**config.mk**
```make
export PLATFORM = sky130hd
export DESIGN_NAME = uart_host_driver
export DESIGN_NICKNAME = d
export VERILOG_FILES = /design/src/rtl/uart_host_driver.sv
export SDC_FILE = /design/constraint.sdc
export NUM_CORES = 1
export LEC_CHECK = 0
export BUFFER_PORTS_ARGS = -buffer_cell sky130_fd_sc_hd__buf_2
export CELL_PAD_IN_SITES_DETAIL_PLACEMENT = 0
export CELL_PAD_IN_SITES_GLOBAL_PLACEMENT = 1
export CORE_MARGIN = 2
export CORE_UTILIZATION = 30
export CTS_CLUSTER_DIAMETER = 60
export DETAILED_ROUTE_END_ITERATION = 7
export GPL_ROUTABILITY_DRIVEN = 0
export PLACE_DENSITY_LB_ADDON = 0.05
export SLEW_MARGIN = 5
export SYNTH_ARGS = -nofsm -noshare
export SYNTH_HDL_FRONTEND = slang
export SYNTH_SLANG_ARGS = --single-unit
```
**constraint.sdc**
```tcl
create_clock -name CLK -period 1.6 [get_ports CLK]
set_input_delay 0.32 -clock CLK [delete_from_list [all_inputs] [get_ports CLK]]
set_output_delay 0.32 -clock CLK [all_outputs]
set_load 0.005 [all_outputs]
```
**src/rtl/uart_host_driver.sv**
```systemverilog
`default_nettype none
// ============================================================================
// uart_host_driver : configures a UART and moves TX/RX bytes over its 3-phase
//                    CPU bus (P0 address, P1 strobe, P2 release). Rev 1.0
// ============================================================================

module uart_host_driver #(
   parameter int POLL_GAP = 4
) (
   input  logic       CLK,
   input  logic       RST,
   input  logic [7:0] cfg_baud,
   input  logic [7:0] cfg_intmask,
   input  logic       init_start,
   output logic       init_done,
   input  logic       tx_valid,
   input  logic [7:0] tx_data,
   output logic       tx_ready,
   output logic       rx_valid,
   output logic [7:0] rx_data,
   output logic [1:0] rx_err,
   output logic [1:0] ADDR,
   output logic       NCS,
   output logic       NO,
   output logic       NW,
   output logic [7:0] DATA_OUT,
   output logic       DATA_OE,
   input  logic [7:0] DATA_IN,
   input  logic       NINT
);

   localparam logic [3:0] S_UNCFG    = 4'd0;
   localparam logic [3:0] S_CFG_BAUD = 4'd1;
   localparam logic [3:0] S_CFG_MASK = 4'd2;
   localparam logic [3:0] S_CFG_EN   = 4'd3;
   localparam logic [3:0] S_READY    = 4'd4;
   localparam logic [3:0] S_TX_POLL  = 4'd5;
   localparam logic [3:0] S_TX_WAIT  = 4'd6;
   localparam logic [3:0] S_TX_DATA  = 4'd7;
   localparam logic [3:0] S_TX_GO    = 4'd8;
   localparam logic [3:0] S_RX_STAT  = 4'd9;
   localparam logic [3:0] S_RX_DATA  = 4'd10;
   localparam logic [3:0] S_RX_ACK   = 4'd11;

   localparam int              GAP_W    = (POLL_GAP > 1) ? $clog2(POLL_GAP) : 1;
   localparam logic [GAP_W-1:0] GAP_LAST = GAP_W'((POLL_GAP > 0) ? POLL_GAP - 1 : 0);

   logic [3:0]       state_q, state_d;
   logic [1:0]       phase_q, phase_d;
   logic [GAP_W-1:0] gap_q, gap_d;
   logic [7:0]       byte_q, byte_d;
   logic [7:0]       baud_q, baud_d;
   logic [7:0]       mask_q, mask_d;
   logic [7:0]       rd_q, rd_d;
   logic [1:0]       err_q, err_d;
   logic             init_done_q, init_done_d;
   logic             rx_valid_q, rx_valid_d;
   logic [7:0]       rx_data_q, rx_data_d;
   logic [1:0]       rx_err_q, rx_err_d;

   logic             acc;
   logic             is_wr;
   logic [1:0]       bus_addr;
   logic [7:0]       bus_wdata;
   logic             last_phase;

   // Each access state maps to one fixed register access.
   always_comb begin
      acc       = 1'b1;
      is_wr     = 1'b1;
      bus_addr  = 2'd0;
      bus_wdata = 8'h00;
      case (state_q)
         S_CFG_BAUD: begin bus_addr = 2'd3; bus_wdata = baud_q; end
         S_CFG_MASK: begin bus_addr = 2'd1; bus_wdata = mask_q; end
         S_CFG_EN:   bus_wdata = 8'h01;
         S_TX_POLL:  is_wr = 1'b0;
         S_TX_DATA:  begin bus_addr = 2'd2; bus_wdata = byte_q; end
         S_TX_GO:    bus_wdata = 8'h03;
         S_RX_STAT:  is_wr = 1'b0;
         S_RX_DATA:  begin is_wr = 1'b0; bus_addr = 2'd2; end
         S_RX_ACK:   bus_wdata = 8'h01;
         default:    begin acc = 1'b0; is_wr = 1'b0; end
      endcase
   end

   assign last_phase = (phase_q == 2'd2);

   always_comb begin
      state_d     = state_q;
      phase_d     = phase_q;
      gap_d       = gap_q;
      byte_d      = byte_q;
      baud_d      = baud_q;
      mask_d      = mask_q;
      rd_d        = rd_q;
      err_d       = err_q;
      init_done_d = init_done_q;
      rx_valid_d  = 1'b0;
      rx_data_d   = rx_data_q;
      rx_err_d    = rx_err_q;

      if (acc) begin
         phase_d = last_phase ? 2'd0 : phase_q + 2'd1;
      end
      // Read data is captured on the edge that closes P1.
      if (acc && !is_wr && phase_q == 2'd1) begin
         rd_d = DATA_IN;
      end

      case (state_q)
         S_UNCFG: begin
            if (init_start) begin
               baud_d  = cfg_baud;
               mask_d  = cfg_intmask;
               state_d = S_CFG_BAUD;
            end
         end
         S_CFG_BAUD: if (last_phase) state_d = S_CFG_MASK;
         S_CFG_MASK: if (last_phase) state_d = S_CFG_EN;
         S_CFG_EN: begin
            if (last_phase) begin
               state_d     = S_READY;
               init_done_d = 1'b1;
            end
         end
         S_READY: begin
            if (!NINT) begin
               state_d = S_RX_STAT;
            end else if (tx_valid) begin
               byte_d  = tx_data;
               state_d = S_TX_POLL;
            end
         end
         S_TX_POLL: begin
            if (last_phase) begin
               gap_d = '0;
               if (!rd_q[2])          state_d = S_TX_DATA;
               else if (POLL_GAP == 0) state_d = S_TX_POLL;
               else                    state_d = S_TX_WAIT;
            end
         end
         S_TX_WAIT: begin
            if (gap_q == GAP_LAST) state_d = S_TX_POLL;
            else                   gap_d   = gap_q + 1'b1;
         end
         S_TX_DATA: if (last_phase) state_d = S_TX_GO;
         S_TX_GO:   if (last_phase) state_d = S_READY;
         S_RX_STAT: begin
            if (last_phase) begin
               err_d   = {rd_q[7], rd_q[5]};
               state_d = rd_q[4] ? S_RX_DATA : S_RX_ACK;
            end
         end
         S_RX_DATA: begin
            if (last_phase) begin
               rx_valid_d = 1'b1;
               rx_data_d  = rd_q;
               rx_err_d   = err_q;
               state_d    = S_RX_ACK;
            end
         end
         S_RX_ACK:  if (last_phase) state_d = S_READY;
         default:   state_d = S_UNCFG;
      endcase
   end

   always_ff @(posedge CLK) begin
      if (RST) begin
         state_q     <= S_UNCFG;
         phase_q     <= 2'd0;
         gap_q       <= '0;
         byte_q      <= 8'h00;
         baud_q      <= 8'h00;
         mask_q      <= 8'h00;
         rd_q        <= 8'h00;
         err_q       <= 2'b00;
         init_done_q <= 1'b0;
         rx_valid_q  <= 1'b0;
         rx_data_q   <= 8'h00;
         rx_err_q    <= 2'b00;
      end else begin
         state_q     <= state_d;
         phase_q     <= phase_d;
         gap_q       <= gap_d;
         byte_q      <= byte_d;
         baud_q      <= baud_d;
         mask_q      <= mask_d;
         rd_q        <= rd_d;
         err_q       <= err_d;
         init_done_q <= init_done_d;
         rx_valid_q  <= rx_valid_d;
         rx_data_q   <= rx_data_d;
         rx_err_q    <= rx_err_d;
      end
   end

   assign NCS       = ~acc;
   assign NW        = ~(acc & is_wr & (phase_q == 2'd1));
   assign NO        = ~(acc & ~is_wr & (phase_q == 2'd1));
   assign DATA_OE   = acc & is_wr;
   assign ADDR      = bus_addr;
   assign DATA_OUT  = bus_wdata;
   assign tx_ready  = (state_q == S_READY) & NINT;
   assign init_done = init_done_q;
   assign rx_valid  = rx_valid_q;
   assign rx_data   = rx_data_q;
   assign rx_err    = rx_err_q;

endmodule

`default_nettype wire
```
; Word-level counts from Yosys, hierarchy flattened
; Cells that the tools add are included.
[word_totals]
regBits = 54
elab_cells = 90
output_inout_bits = 27
in_bits = 37
[classes]
bitwise_logic = 10
n_reduce_logical = 18
eq_ne = 25
muxes = 23
addsub = 2
[op_table]
columns = operator, n
row1 = $mux W4, 11
row2 = $pmux W4 S10, 1
row3 = $pmux W8 S5, 1
row4 = $ne A2 B2 Y1 const B, 9
row5 = $eq A4 B3 Y1 const B, 4
row6 = $eq A4 B4 Y1 const B, 4
row7 = $reduce_and A10 Y1, 1
row8 = $reduce_or A9 Y1, 1
row9 = $eq A4 B2 Y1 const B, 2
row10 = $reduce_and A2 Y1, 4
row11 = $mux W2, 3
row12 = $pmux W2 S3, 1
row13 = $reduce_and A3 Y1, 2
row14 = $reduce_or A2 Y1, 3
row15 = $reduce_or A6 Y1, 1
row16 = $and A1 B1 Y1, 5
row17 = $mux W1, 5
row18 = $not A1 Y1, 5
row19 = $add A2 B1 Y2 const B, 2
row20 = $eq A2 B2 Y1 const B, 2
row21 = $eq A4 B1 Y1 const B, 1
row22 = $logic_not A4 Y1, 1
row23 = $pmux W2 S2, 1
row24 = $ne A3 B3 Y1 const B, 1
row25 = other kinds (6), 7

; Depth between registers and ports, before layout
[depth]
depth_word = 7
mapped_depth = 7
depth_no_buf = 4

; Least setup slack after synthesis
; OpenSTA, ideal clock, no wires.
[synth_path]
path_type = register to output
from = register state_q[0]
to = output DATA_OUT[2]
required_ps = 1280
path_stages_with_launch = 6
arrival_time_ps = 1400
setup_slack_ps = -120
path_buffers = 2
path_cell_list = dfxtp_1 buf_2 buf_1 nor3_1 a222oi_1 inv_1
[synth_between]
elab_chain_len = 3
elab_cells_between_ends = 8
cone_classes = eq/ne: 6 / mux: 1 / reduce/logical: 1
[synth_rtl]
columns = element, line
row1 = start: declaration, 48  ; logic [3:0] state_q, state_d;
row2 = start signal: assignment, 183  ; state_q <= state_d;
row3 = $eq A4 B4 Y1 / $eq A4 B2 Y1 (equally long branches), 73  ; case (state_q)
row4 = $reduce_or A2 Y1 (no source line), --
row5 = $pmux W8 S5 (*), 73
row6 = end: declaration, 26  ; output logic [7:0] DATA_OUT,
; Every way passes the cells marked *; elsewhere a longest branch is shown, timed or not.

; Worst setup path in the final report
[layout_path]
from = register state_q[3]
to = output NW
[layout_between]
elab_chain_len = 6
elab_cells_between_ends = 16
cone_classes = eq/ne: 9 / mux: 2 / bitwise: 3 / reduce/logical: 2
[layout_rtl]
columns = element, line
row1 = "$eq A4 B4 Y1, or another cell as far along", 73
row2 = $reduce_or A9 Y1 (no source line) / $reduce_or A6 Y1 (equally long branches), --
row3 = $mux W1, 73
row4 = $and A1 B1 Y1 (*) (2 in a row), 199  ; assign NW = ~(acc & is_wr & (phase_q == 2'd1));
row5 = $not A1 Y1 (*), 199
row6 = end: declaration, 25  ; output logic NW,
; Marks and branches as above.

==> key figures <==
Worst setup path
  • R2r setup slk: -170 ps
  • Reg2reg start: state_q[0]
  • Worst setup path end: NW
  • FF-to-FF End: state_q[3]
  • Critical path depth: 5
  • Crit-path cells: or3b_4, a21oi_4, a21o_1, nand2_1, buf_2
  • R2R cell count: 5
  • Endpoint type of the worst setup path: output port
  • Worst path max stage delay: 430 ps
  • WP data required: 1280 ps
  • Slowest cell on the critical path: or3b_4
  • Data arrival, critical path: around 1600 ps
  • Critical-path maximum fanout: 7
  • Beginning of the critical path: state_q[3]
  • Delay-heaviest family, CP: simple AND/OR/NAND/NOR gates
  • CP Buf/Inv Count: 1
  • Critical setup path kind: reg -> out
  • Startpoint types: flip-flop

Drt
  • Vias per inst: 4.83
  • DRT antenna net count: 0
  • Residual DRC: 0
  • Wirelength per Cell: ~15 µm
  • Drt pass-1 iters: 7
  • Drt total wl: 7470 µm
  • 1st-iter DRT viols: slightly above 100
  • Vias after detailed routing: 2482

Power and ir drop
  • Leakage: 1.80 nW
  • Internal power: 4.10 mW
  • Clock power share: between 10% and 20%
  • VDD IR max: 0.502 mV
  • Power per standard cell area: around 1700 nW/µm²
  • Net Sw Frac: 36.8%
  • Comb power frac: 58.1%
  • Pwr Total: around 6.5 mW
  • Share of total power in sequential cells: between 20% and 30%
  • NetSw: 2.39 mW

Logic synthesis
  • Seq cells post-synth: 54
  • Post-synth top flop: dfxtp_1
  • Ys Warns: 0
  • Top-area cell type share of the netlist area: 43.3%
  • Number of flops mapped to enable cells by yosys: 0
  • Most frequent cells after synthesis: 56 x nand2_1, 54 x dfxtp_1, 30 x mux2i_1, 30 x nor2_1, 25 x a21oi_1
  • Async S/R FF share, synth: 0%
  • Synth Cell Area: 2500 µm²
  • Synth area leaders: dfxtp_1 43%, mux2i_1 12%, nand2_1 8.4%, a21oi_1 5.0%, nor2_1 4.5%
  • Sequential area share after synthesis: roughly 43%
  • Most frequent cell after synthesis: nand2_1
  • Syn avg cell area: about 8.4 µm²
  • Syn Nets: 336
  • Cell taking the most area after synthesis: dfxtp_1
  • Gate Count Post-Synth: 298
  • Netlist cell types: 44

STA
  • Setup TNS: -3840 ps
  • RSZ-0062 raised after global routing: yes
  • Final period utilization: 118%
  • Min cycle time layout: 1900 ps
  • Max Fclk: 0.527 GHz
  • Slew Viols, Final: 0
  • Setup Skew: approximately 4.6 ps
  • Final setup margin: -296 ps
  • Slew headroom: a little over two thirds
  • Hold Violations, Final: 0
  • Worst Max-Slew Pin Slew: 448 ps
  • Setup-failing EPs final: 19

Die
  • # rows: 33
  • Full die area: 9070 µm²
  • Initial core utilization: a little under a third
  • Die width: 95.2 µm
  • Core area: slightly above 8000 µm²
  • Io pins: between 60 and 70
  • Chip Height: 95.2 µm

CTS
  • Clk_lat worst skew: 300 ps
  • Root Driver: clkbuf_8
  • Hold buffers post-CTS: 0
  • CTS tree: done
  • H-tree levels: 2
  • TritonCTS Sinks: 54
  • Clock transition at path regs: ~100 ps
  • CTS Buf Count: 5
  • Clock buffer depth: 2

Placement
  • Dpl ws: -232 ps
  • HPWL Detailed: between 5000 and 6000 µm
  • Port Buffers: 63

Cells and area
  • Area grow syn2layout: 52.6%
  • Final Net Count: 446
  • Layout cells sized above 1: 42.1%
  • Antenna cells: 0
  • Fillers: 796
  • Post-Route Utilization: 46.8%

GRT
  • Largest net degree at the start of global routing: 44
  • First-pass GRT wire length: ~12000 µm
  • Global route overflow: 0
  • Initial antenna violation count: 0
  • Gr usage total: 16.5%
  • Vias in the first global route: ~2.4k

Run status
  • Failing checks: setup timing
  • Outcome: complete, but fails checks

Min path
  • Worst min path class: in -> reg

Job
  • Max Cap Violations: 0
[cells by family after synthesis]
kind of cell	count (synthesis)	synth area share, %
flip-flops	54	43.3
XOR/XNOR	2	0.702
AND/OR/NAND/NOR	125	23.3
AO/OA/AOI/OAI	53	14.7
multiplexers	30	12.0
adder cells (fa/ha/maj)	1	0.501
buffers and inverters	33	5.51
[cell usage in the layout (no fill, tap or decap), types with 2 or more instances in the layout]
cell type  count
nand2b_1       2
nor2b_1        2
buf_4         34
mux2i_1       30
a221o_1        2
buf_2         62
dfxtp_4        4
o311a_1        2
dfxtp_1       50
o41ai_1        2
buf_6         19
nand3b_1       3
nand2b_4       4
buf_12         6
nand3_1        3
nor3_2         2
nor2_4         3
or4_4          2
buf_8          2
inv_1         12
nand2_1       54
a222oi_1       6
nand4_1        5
nor3_1         3
o21ai_2        2
nor2b_4        3
clkbuf_8       5
nor2_1        26
a21oi_1       23
[worst reg2reg max path, cell delays in order, from the launching register on]
cell      delay (ps)
dfxtp_4          430
buf_4            170
nand2b_4         150
nor4b_2           60
or4_4            540
o311a_1          310
[metrics by stage]
stage | hold WS (ps) | instances | instance area (µm²)
floorplan | 432 | 298 | 2530
global placement | 443 | 489 | 3270
detailed placement | 452 | 489 | 3270
CTS | 227 | 514 | 3720
global route | 222 | 514 | 3810
finish | 240 | 514 | 3810
[per-layer routing]
metal	vias to the layer above	wire, µm	track usage (%)
li1	1258	-	-
met1	1158	3430	21.8
met2	58	3590	26.9
met3	8	334	3.00
met4	0	112	6.04
met5	-	0	0
[timing repair]
action	in CTS	in global routing
gates cloned	0	0
gates resized for setup	54	21
setup buffers	17	7
setup endpoints to repair	27	54
pin swaps	11	13
[how the worst min path moves through the flow]
stage | cells past startpoint | slack (ps) | startpoint | endpoint
2_1_floorplan | 2 | 430 | mask_q[0] | mask_q[0]
3_3_place_gp | 2 | 440 | mask_q[0] | mask_q[0]
3_5_place_dp | 2 | 450 | baud_q[5] | baud_q[5]
4_1_cts | 3 | 230 | cfg_baud[6] | baud_q[6]
5_1_grt | 3 | 220 | cfg_baud[6] | baud_q[6]
6_report | 3 | 240 | cfg_baud[6] | baud_q[6]
[sequential cells by signal (all words and copies together) (netlist names)]
register and cells:
baud_q 8, byte_q 8, mask_q 8, rd_q 8, rx_data 8, state_q 4, err_q 2, gap_q 2
phase_q 2, rx_err 2, init_done 1, rx_valid 1
[final cells by class]
cell class,instances,area [µm²],area share [%]
sequential,54,1100,28.8
multi-input combinational,211,1490,39.1
inverter,13,48.8,1.28
clock inverter,3,43.8,1.15
tap,105,131,3.45
timing repair buffer,123,930,24.4
clock buffer,5,68.8,1.81
[power by group through the flow]
stage | sequential [mW] | clock, mW | combinational, mW
2_1_floorplan | 1.70 | 0 | 1.56
6_report | 1.78 | 0.939 | 3.77
5_1_grt | 1.81 | 1.03 | 4.06
3_5_place_dp | 1.79 | 0 | 2.68
4_1_cts | 1.77 | 0.971 | 3.54
3_3_place_gp | 1.79 | 0 | 2.71
No activity file was read; power rests on OpenSTA's default activity.
